<file path="src/rtl/instr_fetch_unit.sv">
// Instruction fetch: owns the PC, reads the 1-cycle synchronous ROM,
// and hands words to decode over valid/ready with a one-entry skid.
//
// Ports:
//   clock, reset          rising-edge clock, async active-high reset
//   iram_addr / iram_q    ROM address (the fetch PC) and ROM data
//   instr, instr_pc       registered instruction and its address
//   instr_valid/ready     handshake toward decode
//   redirect, redirect_pc single-cycle request to load a new PC
//   halted                fetch stopped after a halt word
module instr_fetch_unit #(
  parameter int              ADDR_W   = 8,
  parameter int              INSTR_W  = 16,
  parameter logic [ADDR_W-1:0] RESET_PC = '0,
  parameter logic [3:0]      HALT_OP  = 4'b1111
) (
  input  logic               clock,
  input  logic               reset,
  output logic [ADDR_W-1:0]  iram_addr,
  input  logic [INSTR_W-1:0] iram_q,
  output logic [INSTR_W-1:0] instr,
  output logic [ADDR_W-1:0]  instr_pc,
  output logic               instr_valid,
  input  logic               instr_ready,
  input  logic               redirect,
  input  logic [ADDR_W-1:0]  redirect_pc,
  output logic               halted
);

  typedef enum logic {
    S_RUN,
    S_HALT
  } state_t;

  state_t             state_q;
  logic [ADDR_W-1:0]  fetch_pc_q;
  logic [ADDR_W-1:0]  fetch_pc_d;
  logic               pend_q;
  logic [ADDR_W-1:0]  pend_pc_q;
  logic               skid_valid_q;
  logic [INSTR_W-1:0] skid_instr_q;
  logic [ADDR_W-1:0]  skid_pc_q;
  logic               valid_q;
  logic [INSTR_W-1:0] instr_q;
  logic [ADDR_W-1:0]  instr_pc_q;

  logic out_free;
  logic is_halt;
  logic advance;

  assign out_free = !valid_q || instr_ready;
  assign is_halt  = (iram_q[INSTR_W-1 -: 4] == HALT_OP);

  // Stop issuing when the pending word has nowhere to go, when the
  // skid is occupied, or when the pending word is a halt.
  assign advance = (state_q == S_RUN) && !redirect
                && !skid_valid_q
                && !(pend_q && !out_free)
                && !(pend_q && is_halt);

  always_comb begin
    fetch_pc_d = fetch_pc_q;
    if (redirect)
      fetch_pc_d = redirect_pc;
    else if (advance)
      fetch_pc_d = fetch_pc_q + ADDR_W'(1);
  end

  always_ff @(posedge clock or posedge reset) begin
    if (reset) begin
      state_q      <= S_RUN;
      fetch_pc_q   <= RESET_PC;
      pend_q       <= 1'b0;
      pend_pc_q    <= '0;
      skid_valid_q <= 1'b0;
      skid_instr_q <= '0;
      skid_pc_q    <= '0;
      valid_q      <= 1'b0;
      instr_q      <= '0;
      instr_pc_q   <= '0;
    end else begin
      fetch_pc_q <= fetch_pc_d;
      if (redirect) begin
        // In-flight and buffered words belong to the old stream.
        pend_q       <= 1'b0;
        skid_valid_q <= 1'b0;
        valid_q      <= 1'b0;
        state_q      <= S_RUN;
      end else begin
        pend_q <= advance;
        if (advance)
          pend_pc_q <= fetch_pc_q;

        if (skid_valid_q && out_free) begin
          instr_q      <= skid_instr_q;
          instr_pc_q   <= skid_pc_q;
          valid_q      <= 1'b1;
          skid_valid_q <= 1'b0;
        end else if (pend_q && out_free) begin
          instr_q    <= iram_q;
          instr_pc_q <= pend_pc_q;
          valid_q    <= 1'b1;
        end else if (pend_q) begin
          // Output is stalled: park the word that the ROM already returned.
          skid_instr_q <= iram_q;
          skid_pc_q    <= pend_pc_q;
          skid_valid_q <= 1'b1;
        end else if (instr_ready && valid_q) begin
          valid_q <= 1'b0;
        end

        if (pend_q && is_halt)
          state_q <= S_HALT;
      end
    end
  end

  assign iram_addr   = fetch_pc_q;
  assign instr       = instr_q;
  assign instr_pc    = instr_pc_q;
  assign instr_valid = valid_q;
  assign halted      = (state_q == S_HALT);

endmodule
</file>
<file path="config.mk">
export PLATFORM = sky130hd
export DESIGN_NAME = instr_fetch_unit
export DESIGN_NICKNAME = d
export VERILOG_FILES = /design/src/rtl/instr_fetch_unit.sv
export SDC_FILE = /design/constraint.sdc
export NUM_CORES = 1
export LEC_CHECK = 0
export ABC_AREA = 1
export CORE_MARGIN = 1
export CORE_UTILIZATION = 40
export CTS_BUF_LIST = sky130_fd_sc_hd__clkbuf_16
export CTS_CLUSTER_DIAMETER = 60
export DETAILED_ROUTE_END_ITERATION = 16
export PLACE_DENSITY = 0.75
export REMOVE_ABC_BUFFERS = 1
export SYNTH_ARGS = -nofsm -noshare
export SYNTH_HDL_FRONTEND = slang
export SYNTH_SLANG_ARGS = --single-unit
</file>
<file path="constraint.sdc">
create_clock -name clock -period 2.6 [get_ports clock]
set_input_delay 0.65 -clock clock [delete_from_list [all_inputs] [get_ports clock]]
set_output_delay 0.65 -clock clock [all_outputs]
set_load 0.03 [all_outputs]
</file>
==> impl_metrics.toml, run 1 <==
[outcome]
status = "completed"

[yosys]
ys_seq_area_share_pct = 54.7
syn_area_mm2 = 0.00311
syn-instance-count = 375
ys_ff_latch = 68
syn_avg_cell_area_um2 = 8.30
synth.distinct_cells = 24
yosys_warnings = 0

[floorplan]
initial_core_util_pct = 42.2
fp.dieH_um = 90.2
die_x_um = 90.2
rows = 31
dieArea_mm2 = 0.00814
core_mm2 = 0.00737
ios = 62

[cts]
cts_sinks = 68
cts_setup_buffers = 0
clock_latency_ns = 0.32
clock_path_buffers = 2
clockRootBuffer = "clkbuf_16"
ctsHoldBuffers = 0
clk_pin_slew_worst_paths_ns = 0.05
htree_levels = 3
cts_made_buffers = 9
ctsResizeCount = 0
cts_tree = "done"

[pwr]
power_density_mw_per_mm2 = 855
switching_share_pct = 31.6
pwr-share-seq_pct = 41.6
ir_drop_mv = 0.540
p_leak_nw = 1.92
p_switching_mw = 1.11
p_int_mw = 2.40
pwr-share-clk_pct = 32.9
p_total_mw = 3.51
power_frac_comb_pct = 25.4

[placement]
gp_congestion = 0.885
dp.cells = 524
portBuffers = 61
hpwl_um = 4930

[worst_setup_path]
rrSetupSlack_ns = 0.68
critPathSlowestCell = "clkdlybuf4s50_1"
worstPathCellList = "clkdlybuf4s50_1"
worstPathMaxFanout = 6
cpLargestDelayFamily = "buffers and inverters"
arrival_ns = 1.49
critPathMaxStageDelay_ns = 0.72
cp-start-kind = "flop"
worstSetupPathType = "reg2out"
crit_required_ns = 1.95
critical_path_buf_inv_count = 1
endpoint_kind = "primary output"

[grt]
antenna_found_initial = 0
gr-total-overflow = 0
grt_max_degree = 35
grt_pass1_wl_um = 12700
grt_usage_pct = 19.5
grt_pass1_vias = 2629

[final_layout]
post_layout_nonfiller_instances = 539
drive_gt1_share_pct = 8.64
n_antenna_cell = 0
syn2layout_area_growth_pct = 31.9
fin_nets = 465
multi_input_area_mm2 = 0.00122
fin_util_pct = 55.7
seq_area_mm2 = 0.00170
final_common_cell = "nand2_1"
layout_common_cells = "nand2_1 (120), dfrtp_1 (68), clkdlybuf4s50_1 (61), nand3_1 (35), o21ai_1 (33)"
n_fill_cell = 679

[sta]
finalHoldViolations = 0
min_period_over_period_pct = 82.5
worstMarginPinSlew_ns = 0.551
fin_hold_ws_ns = 0.465
max_freq_mhz = 466
drv_slew = 0
finClkSkew_ns = 0.00288
relSlewSlack_pct = 63.2
rsz0062_at_grt = "false"
setup_tns_ns = 0
setup_violations = 0
finalCriticalPeriod_ns = 2.14

[route]
routed_wirelength_um = 7330
wire_per_inst_um = 13.6
drtPass1Iterations = 4
vias = 2735
drcViolationCount = 0
vias_per_cell = 5.07
first_iter_violations = 132
detail-route-antenna-nets = 0

[hold_path]
worstHoldPathType = "reg2reg"

[flow_run]
cap_violations = 0
==> kinds of logic (layout without fill, tap and decap cells) <==
kind of cell             count (synthesis)  after routing  synth area share (%)
AND/OR/NAND/NOR                        171            171                  23.7
AO/OA/AOI/OAI                           91             91                  14.7
flip-flops                              68             68                  54.7
buffers and inverters                   43            108                  6.19
adder cells (fa/ha/maj)                  1              1                 0.402
XOR/XNOR                                 1              1                 0.282
==> worst paths after layout <==
path / end / startpoint / cells after the start
worst min register to register: skid_instr_q[11]$_DFFE_PP0P_ / skid_instr_q[11]$_DFFE_PP0P_ / 2
max in group asynchronous: skid_instr_q[4]$_DFFE_PP0P_ / reset / 3
worst max-delay path: iram_addr[3] / iram_addr[3]$_DFFE_PP0P_ / 1
min in group asynchronous: iram_addr[7]$_DFFE_PP0P_ / reset / 2
worst max register to register: iram_addr[5]$_DFFE_PP0P_ / skid_valid_q$_DFFE_PP0P_ / 8
worst min-delay path: skid_instr_q[11]$_DFFE_PP0P_ / skid_instr_q[11]$_DFFE_PP0P_ / 2
==> routing by layer <==
layer	vias up	track usage, %	wire length, um
li1	1355	-	-
met1	1280	25.0	3140
met2	87	32.1	3680
met3	13	5.25	404
met4	0	6.32	110
met5	-	0	0
==> stage by stage <==
stage | worst slack [ns] | cell area (um2)
after global placement | 0.330 | 3820
final | 0.456 | 4110
after CTS | 0.452 | 4110
after global routing | 0.403 | 4110
after floorplan | 0.238 | 3000
after detailed placement | 0.281 | 3820
==> power by group through the flow <==
stage	combinational (mW)	clock, mW	sequential [mW]
after detailed placement	0.900	0	1.47
after floorplan	0.319	0	1.66
final	0.893	1.16	1.46
after global routing	0.985	1.23	1.49
after CTS	0.903	1.17	1.46
after global placement	0.879	0	1.47
==> cell usage after synthesis <==
cell	instances	area, um2
nor2_2	1	6.26
a21oi_1	25	125
nand2_1	120	450
nor3_1	1	5.00
nand3_2	1	10.0
inv_1	18	67.6
nand2_4	1	11.3
o21bai_1	1	7.51
buf_6	1	11.3
xnor2_1	1	8.76
buf_4	4	30.0
nor2_4	2	22.5
o21ai_1	33	165
nand2_2	2	12.5
inv_2	4	15.0
dfrtp_1	68	1700
ha_1	1	12.5
clkbuf_1	9	33.8
or2_2	1	6.26
o21ai_0	32	160
nor2_1	6	22.5
nor3_4	1	16.3
nand3_1	35	175
buf_2	7	35.0
==> registers in the layout, summed over array words and instances, names as in the netlist <==
name          flops
skid_valid_q      1
instr            16
skid_instr_q     16
instr_pc          8
pend_pc_q         8
skid_pc_q         8
halted            1
iram_addr         8
instr_valid       1
pend_q            1
==> worst min-delay path, cell delays in order, from the launching register on <==
cell	delay (ns)
dfrtp_1	0.33
nand2_1	0.05
nand2_1	0.05
==> cell type report <==
type                            count  area share [%]
Sequential cell                    68            41.5
Clock buffer                        9            5.49
Timing Repair Buffer               71            17.0
Inverter                           22            2.01
Tap cell                           99            3.02
Clock inverter                      6            1.37
Multi-Input combinational cell    264            29.7
Note: power is estimated with default switching activity, not from simulation.
==> run 2, diff against run 1 <==
PLACE_DENSITY = 0.77   (was 0.75)
clock period = 1.85 ns   (was 2.6 ns; I/O delays follow)
==> run 2 against run 1 <==
Register-to-register slack got worse by 0.24 ns. Largest cell class unchanged. Die area did not move. Power rose by 45%.
==> impl_metrics.toml, run 2 (synthesis gave the netlist of run 1 again) <==
[floorplan]
core_mm2 = 0.00737
die_x_um = 90.2
ios = 62
fp.dieH_um = 90.2
dieArea_mm2 = 0.00814
initial_core_util_pct = 42.2
rows = 31

[cts]
ctsHoldBuffers = 0
clock_latency_ns = 0.33
cts_sinks = 68
cts_made_buffers = 9
clockRootBuffer = "clkbuf_16"
clock_path_buffers = 2
cts_setup_buffers = 0
clk_pin_slew_worst_paths_ns = 0.06
cts_tree = "done"
htree_levels = 3

[route]
routed_wirelength_um = 7380
detail-route-antenna-nets = 0
drcViolationCount = 0
wire_per_inst_um = 13.4
drtPass1Iterations = 5
vias_per_cell = 5.11
vias = 2823
first_iter_violations = 205

[grt]
grt_usage_pct = 19.5
grt_util_met3_pct = 5.50
grt_max_degree = 45
use_met2_pct = 31.9
grt_pass1_vias = 2788
grt_busiest_layer = "met2"
grt_use_met1_pct = 23.9
antenna_found_initial = 0
grt_pass1_wl_um = 12600
gr-total-overflow = 0

[final_layout]
layout_common_cells = "nand2_1 (120), dfrtp_1 (68), clkdlybuf4s50_1 (41), nand3_1 (35), o21ai_1 (33)"
n_fill_cell = 641
drive_gt1_share_pct = 11.0
post_layout_nonfiller_instances = 552
syn2layout_area_growth_pct = 36.4
n_antenna_cell = 0
fin_nets = 477
final_common_cell = "nand2_1"

[worst_setup_path]
worstReg2RegStart = "skid_valid_q$_DFFE_PP0P_"
critPathMaxStageDelay_ns = 0.68
endpoint_kind = "primary output"
worstPathMaxFanout = 2
crit_required_ns = 1.39
arrival_ns = 1.36
worstPathCellList = "clkdlybuf4s50_1"
worstSetupPathType = "reg2out"
critPathSlowestCell = "clkdlybuf4s50_1"
cp-start-kind = "flop"
critical_path_buf_inv_count = 1
cpLargestDelayFamily = "buffers and inverters"
worstSetupStartpoint = "instr[7]$_DFFE_PP0P_"

[sta]
rsz0062_at_grt = "false"
setup_tns_ns = 0
min_period_over_period_pct = 98.6
finalHoldViolations = 0
fin_hold_ws_ns = 0.383
finalCriticalPeriod_ns = 1.82
setup_violations = 0
drv_slew = 0
finClkSkew_ns = 0.00555
worstMarginPinSlew_ns = 0.419
relSlewSlack_pct = 72.0
max_freq_mhz = 548

[pwr]
ir_drop_mv = 0.601
pwr-share-clk_pct = 35.4
switching_share_pct = 31.3
p_total_mw = 5.08
power_density_mw_per_mm2 = 1200
pwr-share-seq_pct = 40.4
p_leak_nw = 2.12
p_switching_mw = 1.59
power_frac_comb_pct = 24.2
p_int_mw = 3.49

[outcome]
status = "completed"

[placement]
gp_congestion = 0.879
hpwl_um = 4930
dp.cells = 536
portBuffers = 61

[flow_run]
cap_violations = 0

[hold_path]
worstHoldPathType = "in2async"
## run 2: changes by cell type in the layout (fill, tap and decap cells not counted), sizes merged
cell and change:
buf +12, bufinv +1, clkdlybuf4s50 -20, clkinv -1, clkinvlp +1, dlygate4sd2 +13, dlymetal6s2s +7
## run 2: power groups by stage
stage | Clock, mW | Sequential [mW] | Combinational [mW]
after floorplan | 0 | 2.33 | 0.448
after global placement | 0 | 2.06 | 1.26
after detailed placement | 0 | 2.07 | 1.29
after CTS | 1.82 | 2.05 | 1.25
after global routing | 1.89 | 2.10 | 1.37
final | 1.80 | 2.05 | 1.23
## run 2: routing by layer
metal,share of wire [%],vias up
li1,-,1375
met1,42,1314
met5,0,-
met4,1.5,0
met2,49,119
met3,6.9,15
## run 2: per-stage QoR
step | instance area (um2) | util [%] | worst slack (ns)
floorplan | 3000 | - | -0.324
global placement | 3930 | 53.3 | -0.0640
detailed placement | 3930 | 53.3 | -0.110
CTS | 4230 | 57.4 | 0.00217
global route | 4240 | 57.6 | 0.00141
finish | 4240 | 57.6 | 0.0263
## run 2: what timing repair did
action,in CTS,in global routing
resized for setup,13,7
endpoints found under the setup margin,13,7
pin swaps,0,0
## run 2: layout make-up
type	instances	area, um2	share of cell area (%)
Tap cell	99	124	2.92
Sequential cell	68	1700	40.1
Clock buffer	9	225	5.31
Clock inverter	7	91.3	2.15
Timing Repair Buffer	83	802	18.9
Multi-Input combinational cell	264	1220	28.7
Inverter	22	82.6	1.95
## run 2: worst paths after layout
check | endpoint | depth (start not counted) | slack, ns
setup reg to reg | iram_addr[5]$_DFFE_PP0P_ | 9 | 0.44
hold reg to reg | skid_pc_q[3]$_DFFE_PP0P_ | 2 | 0.46
min in group clock | skid_pc_q[3]$_DFFE_PP0P_ | 2 | 0.46
setup / recovery | instr[7] | 1 | 0.03
max in group asynchronous | instr_pc[5]$_DFFE_PP0P_ | 3 | 0.96
hold / removal | iram_addr[6]$_DFFE_PP0P_ | 2 | 0.38
